**src/rtl/header_lookup_queue_pkg.sv**
```systemverilog
// rtl/header_lookup_queue_pkg.sv - shared widths, register map, FSM codes and hash helper
package header_lookup_queue_pkg;

    localparam int OF_HEADER_REG_WIDTH = 96;
    localparam int UDP_REG_ADDR_WIDTH  = 23;
    localparam int CPCI_NF2_DATA_WIDTH = 32;
    localparam int LKQ_HASH_WIDTH      = 16;

    // Register address = {block tag, word offset}
    localparam int LKQ_WORD_ADDR_BITS = 4;
    localparam int LKQ_TAG_BITS       = UDP_REG_ADDR_WIDTH - LKQ_WORD_ADDR_BITS;
    localparam logic [LKQ_TAG_BITS-1:0] LKQ_BLOCK_ADDR = 19'h02A5C;

    localparam logic [LKQ_WORD_ADDR_BITS-1:0] LKQ_DROP_CNT_WORD  = 4'd0;
    localparam logic [LKQ_WORD_ADDR_BITS-1:0] LKQ_CAP_CNT_WORD   = 4'd1;
    localparam logic [LKQ_WORD_ADDR_BITS-1:0] LKQ_OCCUPANCY_WORD = 4'd2;
    localparam logic [LKQ_WORD_ADDR_BITS-1:0] LKQ_STATE_WORD     = 4'd3;
    localparam logic [CPCI_NF2_DATA_WIDTH-1:0] LKQ_UNUSED_DATA   = 32'hDEADBEEF;

    // Number of 64-bit words the hash walks over, and the counter that indexes them
    localparam int LKQ_NUM_WORDS = (OF_HEADER_REG_WIDTH + 63) / 64;
    localparam int LKQ_WC_WIDTH  = (LKQ_NUM_WORDS > 1) ? $clog2(LKQ_NUM_WORDS) : 1;

    typedef enum logic [1:0] {
        LKQ_IDLE    = 2'd0,
        LKQ_HASH    = 2'd1,
        LKQ_PRESENT = 2'd2
    } lkq_state_e;

    function automatic logic [LKQ_HASH_WIDTH-1:0] lkq_fold64(input logic [63:0] word);
        return word[15:0] ^ word[31:16] ^ word[47:32] ^ word[63:48];
    endfunction

endpackage

```
**src/rtl/header_fifo.sv**
```systemverilog
// rtl/header_fifo.sv - parameterised FIFO holding captured headers
// Ports: clk/reset (sync, active-high); push_i/push_data_i write side (a push
// on a full FIFO is accepted only together with a pop); pop_i/pop_data_o read
// side (pop_data_o is the current head, valid while !empty_o); full_o, empty_o,
// count_o occupancy.
module header_fifo #(
    parameter int WIDTH = 96,
    parameter int DEPTH = 4
) (
    input  logic                     clk,
    input  logic                     reset,
    input  logic                     push_i,
    input  logic [WIDTH-1:0]         push_data_i,
    input  logic                     pop_i,
    output logic [WIDTH-1:0]         pop_data_o,
    output logic                     full_o,
    output logic                     empty_o,
    output logic [$clog2(DEPTH):0]   count_o
);
    localparam int AW = $clog2(DEPTH);

    logic [WIDTH-1:0]  mem_q [DEPTH];
    logic [AW-1:0]     wr_ptr_q;
    logic [AW-1:0]     rd_ptr_q;
    logic [AW:0]       count_q;
    logic              do_push;
    logic              do_pop;

    assign full_o     = (count_q == (AW+1)'(DEPTH));
    assign empty_o    = (count_q == '0);
    assign count_o    = count_q;
    assign pop_data_o = mem_q[rd_ptr_q];

    // A full FIFO can still take a push when the head leaves in the same cycle
    assign do_push = push_i && (!full_o || pop_i);
    assign do_pop  = pop_i && !empty_o;

    always_ff @(posedge clk) begin
        if (reset) begin
            wr_ptr_q <= '0;
            rd_ptr_q <= '0;
            count_q  <= '0;
        end else begin
            if (do_push) wr_ptr_q <= wr_ptr_q + 1'b1;
            if (do_pop)  rd_ptr_q <= rd_ptr_q + 1'b1;
            case ({do_push, do_pop})
                2'b10:   count_q <= count_q + 1'b1;
                2'b01:   count_q <= count_q - 1'b1;
                default: count_q <= count_q;
            endcase
        end
    end

    always_ff @(posedge clk) begin
        if (do_push) mem_q[wr_ptr_q] <= push_data_i;
    end

endmodule

```
**src/rtl/header_lookup_queue.sv**
```systemverilog
// rtl/header_lookup_queue.sv - queues parsed headers, hashes them and presents them to lookup
// Ports: clk/reset (sync, active-high); header_bus/headers_valid from the
// header parser (rising edge of headers_valid captures); lookup_req/
// lookup_header/lookup_hash/lookup_ack lookup handshake; reg_*_in/reg_*_out
// register chain (status words: drop count, capture count, occupancy, state).
module header_lookup_queue
    import header_lookup_queue_pkg::*;
#(
    parameter int FIFO_DEPTH        = 4,
    parameter int UDP_REG_SRC_WIDTH = 2
) (
    input  logic                            clk,
    input  logic                            reset,
    input  logic [OF_HEADER_REG_WIDTH-1:0]  header_bus,
    input  logic                            headers_valid,
    output logic                            lookup_req,
    output logic [OF_HEADER_REG_WIDTH-1:0]  lookup_header,
    output logic [LKQ_HASH_WIDTH-1:0]       lookup_hash,
    input  logic                            lookup_ack,
    input  logic                            reg_req_in,
    input  logic                            reg_ack_in,
    input  logic                            reg_rd_wr_L_in,
    input  logic [UDP_REG_ADDR_WIDTH-1:0]   reg_addr_in,
    input  logic [CPCI_NF2_DATA_WIDTH-1:0]  reg_data_in,
    input  logic [UDP_REG_SRC_WIDTH-1:0]    reg_src_in,
    output logic                            reg_req_out,
    output logic                            reg_ack_out,
    output logic                            reg_rd_wr_L_out,
    output logic [UDP_REG_ADDR_WIDTH-1:0]   reg_addr_out,
    output logic [CPCI_NF2_DATA_WIDTH-1:0]  reg_data_out,
    output logic [UDP_REG_SRC_WIDTH-1:0]    reg_src_out
);
    localparam int W     = OF_HEADER_REG_WIDTH;
    localparam int CNT_W = $clog2(FIFO_DEPTH) + 1;
    localparam logic [LKQ_WC_WIDTH-1:0] LAST_WORD = LKQ_WC_WIDTH'(LKQ_NUM_WORDS - 1);

    lkq_state_e                     state_q, state_d;
    logic [W-1:0]                   work_q, work_d;
    logic [LKQ_HASH_WIDTH-1:0]      acc_q, acc_d;
    logic [LKQ_WC_WIDTH-1:0]        wc_q, wc_d;
    logic                           hv_q;
    logic [31:0]                    drop_cnt_q;
    logic [31:0]                    cap_cnt_q;

    logic                           fifo_pop;
    logic [W-1:0]                   fifo_data;
    logic                           fifo_full;
    logic                           fifo_empty;
    logic [CNT_W-1:0]               fifo_count;
    logic                           capture;
    logic                           drop;
    logic [LKQ_NUM_WORDS*64-1:0]    padded;
    logic [63:0]                    cur_word;

    // Only the 0->1 transition of headers_valid is a new header
    assign capture = headers_valid && !hv_q;
    assign drop    = capture && fifo_full && !fifo_pop;

    header_fifo #(
        .WIDTH (W),
        .DEPTH (FIFO_DEPTH)
    ) u_fifo (
        .clk         (clk),
        .reset       (reset),
        .push_i      (capture),
        .push_data_i (header_bus),
        .pop_i       (fifo_pop),
        .pop_data_o  (fifo_data),
        .full_o      (fifo_full),
        .empty_o     (fifo_empty),
        .count_o     (fifo_count)
    );

    // Work register zero-padded to whole 64-bit words; wc_q selects one per cycle
    always_comb begin
        padded        = '0;
        padded[W-1:0] = work_q;
        cur_word      = padded[{wc_q, 6'b0} +: 64];
    end

    always_comb begin
        state_d  = state_q;
        work_d   = work_q;
        acc_d    = acc_q;
        wc_d     = wc_q;
        fifo_pop = 1'b0;
        case (state_q)
            LKQ_IDLE: begin
                if (!fifo_empty) begin
                    fifo_pop = 1'b1;
                    work_d   = fifo_data;
                    acc_d    = '0;
                    wc_d     = '0;
                    state_d  = LKQ_HASH;
                end
            end
            LKQ_HASH: begin
                acc_d = acc_q ^ lkq_fold64(cur_word);
                if (wc_q == LAST_WORD) state_d = LKQ_PRESENT;
                else                   wc_d    = wc_q + 1'b1;
            end
            LKQ_PRESENT: begin
                if (lookup_ack) state_d = LKQ_IDLE;
            end
            default: state_d = LKQ_IDLE;
        endcase
    end

    always_ff @(posedge clk) begin
        if (reset) begin
            state_q    <= LKQ_IDLE;
            work_q     <= '0;
            acc_q      <= '0;
            wc_q       <= '0;
            hv_q       <= 1'b1;
            drop_cnt_q <= '0;
            cap_cnt_q  <= '0;
        end else begin
            state_q <= state_d;
            work_q  <= work_d;
            acc_q   <= acc_d;
            wc_q    <= wc_d;
            hv_q    <= headers_valid;
            if (drop && drop_cnt_q != 32'hFFFF_FFFF) drop_cnt_q <= drop_cnt_q + 1'b1;
            if (capture && !drop)                    cap_cnt_q  <= cap_cnt_q + 1'b1;
        end
    end

    assign lookup_req    = (state_q == LKQ_PRESENT);
    assign lookup_header = work_q;
    assign lookup_hash   = acc_q;

    // Register chain
    logic                            reg_hit;
    logic [CPCI_NF2_DATA_WIDTH-1:0]  rd_data;
    logic                            reg_req_q, reg_ack_q, reg_rd_wr_L_q;
    logic [UDP_REG_ADDR_WIDTH-1:0]   reg_addr_q;
    logic [CPCI_NF2_DATA_WIDTH-1:0]  reg_data_q;
    logic [UDP_REG_SRC_WIDTH-1:0]    reg_src_q;

    assign reg_hit = reg_req_in &&
                     (reg_addr_in[UDP_REG_ADDR_WIDTH-1:LKQ_WORD_ADDR_BITS] == LKQ_BLOCK_ADDR);

    always_comb begin
        rd_data = LKQ_UNUSED_DATA;
        case (reg_addr_in[LKQ_WORD_ADDR_BITS-1:0])
            LKQ_DROP_CNT_WORD:  rd_data = drop_cnt_q;
            LKQ_CAP_CNT_WORD:   rd_data = cap_cnt_q;
            LKQ_OCCUPANCY_WORD: rd_data = CPCI_NF2_DATA_WIDTH'(fifo_count);
            LKQ_STATE_WORD:     rd_data = CPCI_NF2_DATA_WIDTH'(state_q);
            default:            rd_data = LKQ_UNUSED_DATA;
        endcase
    end

    always_ff @(posedge clk) begin
        if (reset) begin
            reg_req_q      <= 1'b0;
            reg_ack_q      <= 1'b0;
            reg_rd_wr_L_q  <= 1'b0;
            reg_addr_q     <= '0;
            reg_data_q     <= '0;
            reg_src_q      <= '0;
        end else begin
            reg_req_q     <= reg_req_in;
            reg_rd_wr_L_q <= reg_rd_wr_L_in;
            reg_addr_q    <= reg_addr_in;
            reg_src_q     <= reg_src_in;
            if (reg_hit) begin
                // Writes into this block are acknowledged but change nothing
                reg_ack_q  <= 1'b1;
                reg_data_q <= reg_rd_wr_L_in ? rd_data : reg_data_in;
            end else begin
                reg_ack_q  <= reg_ack_in;
                reg_data_q <= reg_data_in;
            end
        end
    end

    assign reg_req_out     = reg_req_q;
    assign reg_ack_out     = reg_ack_q;
    assign reg_rd_wr_L_out = reg_rd_wr_L_q;
    assign reg_addr_out    = reg_addr_q;
    assign reg_data_out    = reg_data_q;
    assign reg_src_out     = reg_src_q;

endmodule

```
**config.mk**
```make
export PLATFORM = sky130hd
export DESIGN_NAME = header_lookup_queue
export DESIGN_NICKNAME = d
export VERILOG_FILES = /design/src/rtl/header_lookup_queue_pkg.sv /design/src/rtl/header_fifo.sv /design/src/rtl/header_lookup_queue.sv
export SDC_FILE = /design/constraint.sdc
export NUM_CORES = 1
export LEC_CHECK = 0
export ABC_AREA = 0
export BUFFER_PORTS_ARGS = -buffer_cell sky130_fd_sc_hd__buf_2
export CAP_MARGIN = 20
export CORE_MARGIN = 2
export CORE_UTILIZATION = 45
export CTS_BUF_LIST = sky130_fd_sc_hd__clkbuf_16
export CTS_CLUSTER_SIZE = 28
export DETAILED_ROUTE_END_ITERATION = 10
export GPL_ROUTABILITY_DRIVEN = 0
export GPL_TIMING_DRIVEN = 0
export PLACE_DENSITY = 0.67
export SETUP_SLACK_MARGIN = 0.3
export SYNTH_ARGS = -nofsm -noshare
export SYNTH_HDL_FRONTEND = slang
export SYNTH_SLANG_ARGS = --single-unit
```
**constraint.sdc**
```tcl
create_clock -name clk -period 4.5 [get_ports clk]
set_input_delay 1.35 -clock clk [delete_from_list [all_inputs] [get_ports clk]]
set_output_delay 1.35 -clock clk [all_outputs]
set_load 0.01 [all_outputs]
```
==> results.tsv <==
metric	value	unit
CTS max path bufs	3	
GR met2 Demand/Resource	37.96	%
Synth area leaders	edfxtp_1 47%, dfxtp_1 20%, mux4_2 9.0%	
Area Overhead vs Synth	19.24	%
Leak	10.35	nW
Synth Register Bits	631	
DIE AREA	56460	sq um
synth warn	0	
Worst Path Arrival	3.74	ns
critical path required time	4.76	ns
Synth async-reset ratio	0	%
Fmax achieved	287.1	MHz
row count	85	
gate count of the mapped netlist	1788	
drt total wl	65340	microns
I/O Buffers	330	
FF-to-FF setup slack	1.32	ns
most common cell in the synthesized netlist	edfxtp_1	
Yosys cell types	51	
overall power	16.79	mW
layout net count	2360	
Root Driver	clkbuf_16	
CTS tree	built	
vias in the first global route	16140	
ys flop type	edfxtp_1	
WHS	0.4841	ns
grt ovf	0	
CTS H-tree lvls	3	
non-filler cells, final	2948	
post-DR wirelength/cell	22.16	microns
CTS Buf Count	67	
hold_buf cts	0	
peak supply drop	0.3577	mV
crit end category	register	
busiest layer in global routing	met2	
Tmin final	3.483	ns
clock skew	0.03244	ns
GRT Total Usage	23.16	%
Pwr per Cell Area	573.4	nW/um^2
Syn Nets	1956	
clock slew at reported path FFs	0.06	ns
initial antenna violation count	11	
CP Class	input port to register	
largest net degree at the start of global routing	56	
layout cells sized above 1	24.90	%
maxcap violations	0	
Slew Viols, Final	0	
drt first pass iters	5	
first-pass GRT wire length	97260	microns
die width	237.6	microns
Relative slew margins	33.02	%
Via density	5.436	
Slew @ Worst Pin	1.005	ns
Residual DRC	0	
Synth top area share	46.95	%
Post-synth EDFFs	384	
Final Hold Fails	0	
Post-CTS Setup Bufs	0	
Final setup viols	0	
unrepaired setup endpoints after global routing	no	
GR Util met3	6.759	%
Final Cycle Share	77.40	%
DP HPWL	45200	microns
Mean Syn Cell Area	13.74	sq um
cell area after synthesis	24560	sq um
Worst Path Max Fanout	53	
DR iter-0 viols	1339	
IO Count	333	
Initial Util	45.55	%
Yosys top cell by area	edfxtp_1	
status	finished, final reports clean	
register area share after synthesis	67.09	%
Placed Cells	2819	
Placeable Area	53920	sq um
CP startpoint kind	input port	
commonest cells in the netlist	384 x edfxtp_1, 247 x dfxtp_1, 235 x nand2_1	
Clock Sinks	631	
grt met1 use	28.19	%
worst skew pair latency	0.61	ns
Via Count	16020	
Hold Crit Class	register to register	
post_cts resized	0	
post-route ant nets	0	
Die H	237.6	microns
[cell families after synthesis]
kind of cell / share of synthesized area (%)
compound gates: 5.884
buf+inv: 2.135
fa+ha+maj: 0.4381
simple gates: 9.920
mux: 11.33
xor+xnor: 3.210
flops: 67.09
[registers in the layout (all words and copies together) (netlist names)]
register / flops
u_fifo.mem_q: 384
lookup_header: 96
cap_cnt_q: 32
drop_cnt_q: 32
reg_data_out: 32
reg_addr_out: 23
lookup_hash: 16
u_fifo.count_o: 3
reg_src_out: 2
state_q: 2
u_fifo.rd_ptr_q: 2
u_fifo.wr_ptr_q: 2
hv_q: 1
reg_ack_out: 1
reg_rd_wr_L_out: 1
reg_req_out: 1
wc_q: 1
[critical path, stage by stage]
cell and delay (ns):
buf_2 0.09, nor2b_1 0.31, o21a_1 0.17, buf_2 0.18
clkbuf_1 0.40, and2_4 0.81, buf_16 0.37
[where the power goes]
part           internal, mW  switching (mW)
logic                  1.81            2.76
registers              6.61           0.450
clock network          2.91            2.25
[per-stage QoR]
stage          worst slack (ns)  util [%]  TNS, ns  instance area, sq um
2_1_floorplan            0.7486         -        0                 24560
3_3_place_gp            -0.7705     50.23  -287.26                 27090
3_5_place_dp             0.4691     50.46        0                 27210
4_1_cts                   1.107     54.28        0                 29270
5_1_grt                  0.9211     54.29        0                 29270
6_report                  1.017     54.31        0                 29280
[routing by layer]
layer | share of wire (%) | vias to the layer above
met5 | 0.12 | -
met4 | 4.3 | 12
met3 | 8.1 | 131
met2 | 48 | 537
met1 | 39 | 7911
li1 | - | 7433
[worst paths after layout]
check,start,to,depth (start not counted)
worst min-delay path,lookup_header[42],lookup_header[42],2
worst min register to register,lookup_header[42],lookup_header[42],2
worst max-delay path,headers_valid,u_fifo.mem_q[3][34],7
worst max register to register,u_fifo.count_o[2],u_fifo.count_o[2],11
[cell usage in the layout, fill, tap and decap left out, types with 3 or more instances in the layout]
cell type,instances
nand3b_1,17
xor2_1,26
xnor2_1,64
a21boi_0,16
buf_16,4
buf_2,340
clkinv_1,12
buf_1,8
or3_1,23
and4_1,6
or4_1,18
edfxtp_1,384
mux4_2,98
ha_1,7
nor2b_1,34
mux2i_1,45
nor4_1,10
nand4_1,22
clkinv_8,3
a21oi_1,146
nand2b_1,10
inv_1,54
and2_4,4
diode_2,7
o31ai_1,14
clkinv_2,12
clkbuf_16,71
nor3_1,12
nor2_1,72
clkbuf_1,79
nand3_1,35
dfxtp_1,247
nand2_1,235
o21ai_0,75
nor4bb_1,3
buf_4,3
mux2_2,10
[area by class of cell]
type	instances	area [sq um]
antenna	7	17.52
buffer	100	396.6
clock buffer	71	1777
clock inverter	51	280.3
fill	4377	24640
inverter	34	127.6
multi-input combinational	1023	7569
sequential	631	16480
tap	696	870.8
timing repair buffer	335	1769
No activity file was read; power rests on OpenSTA's default activity.
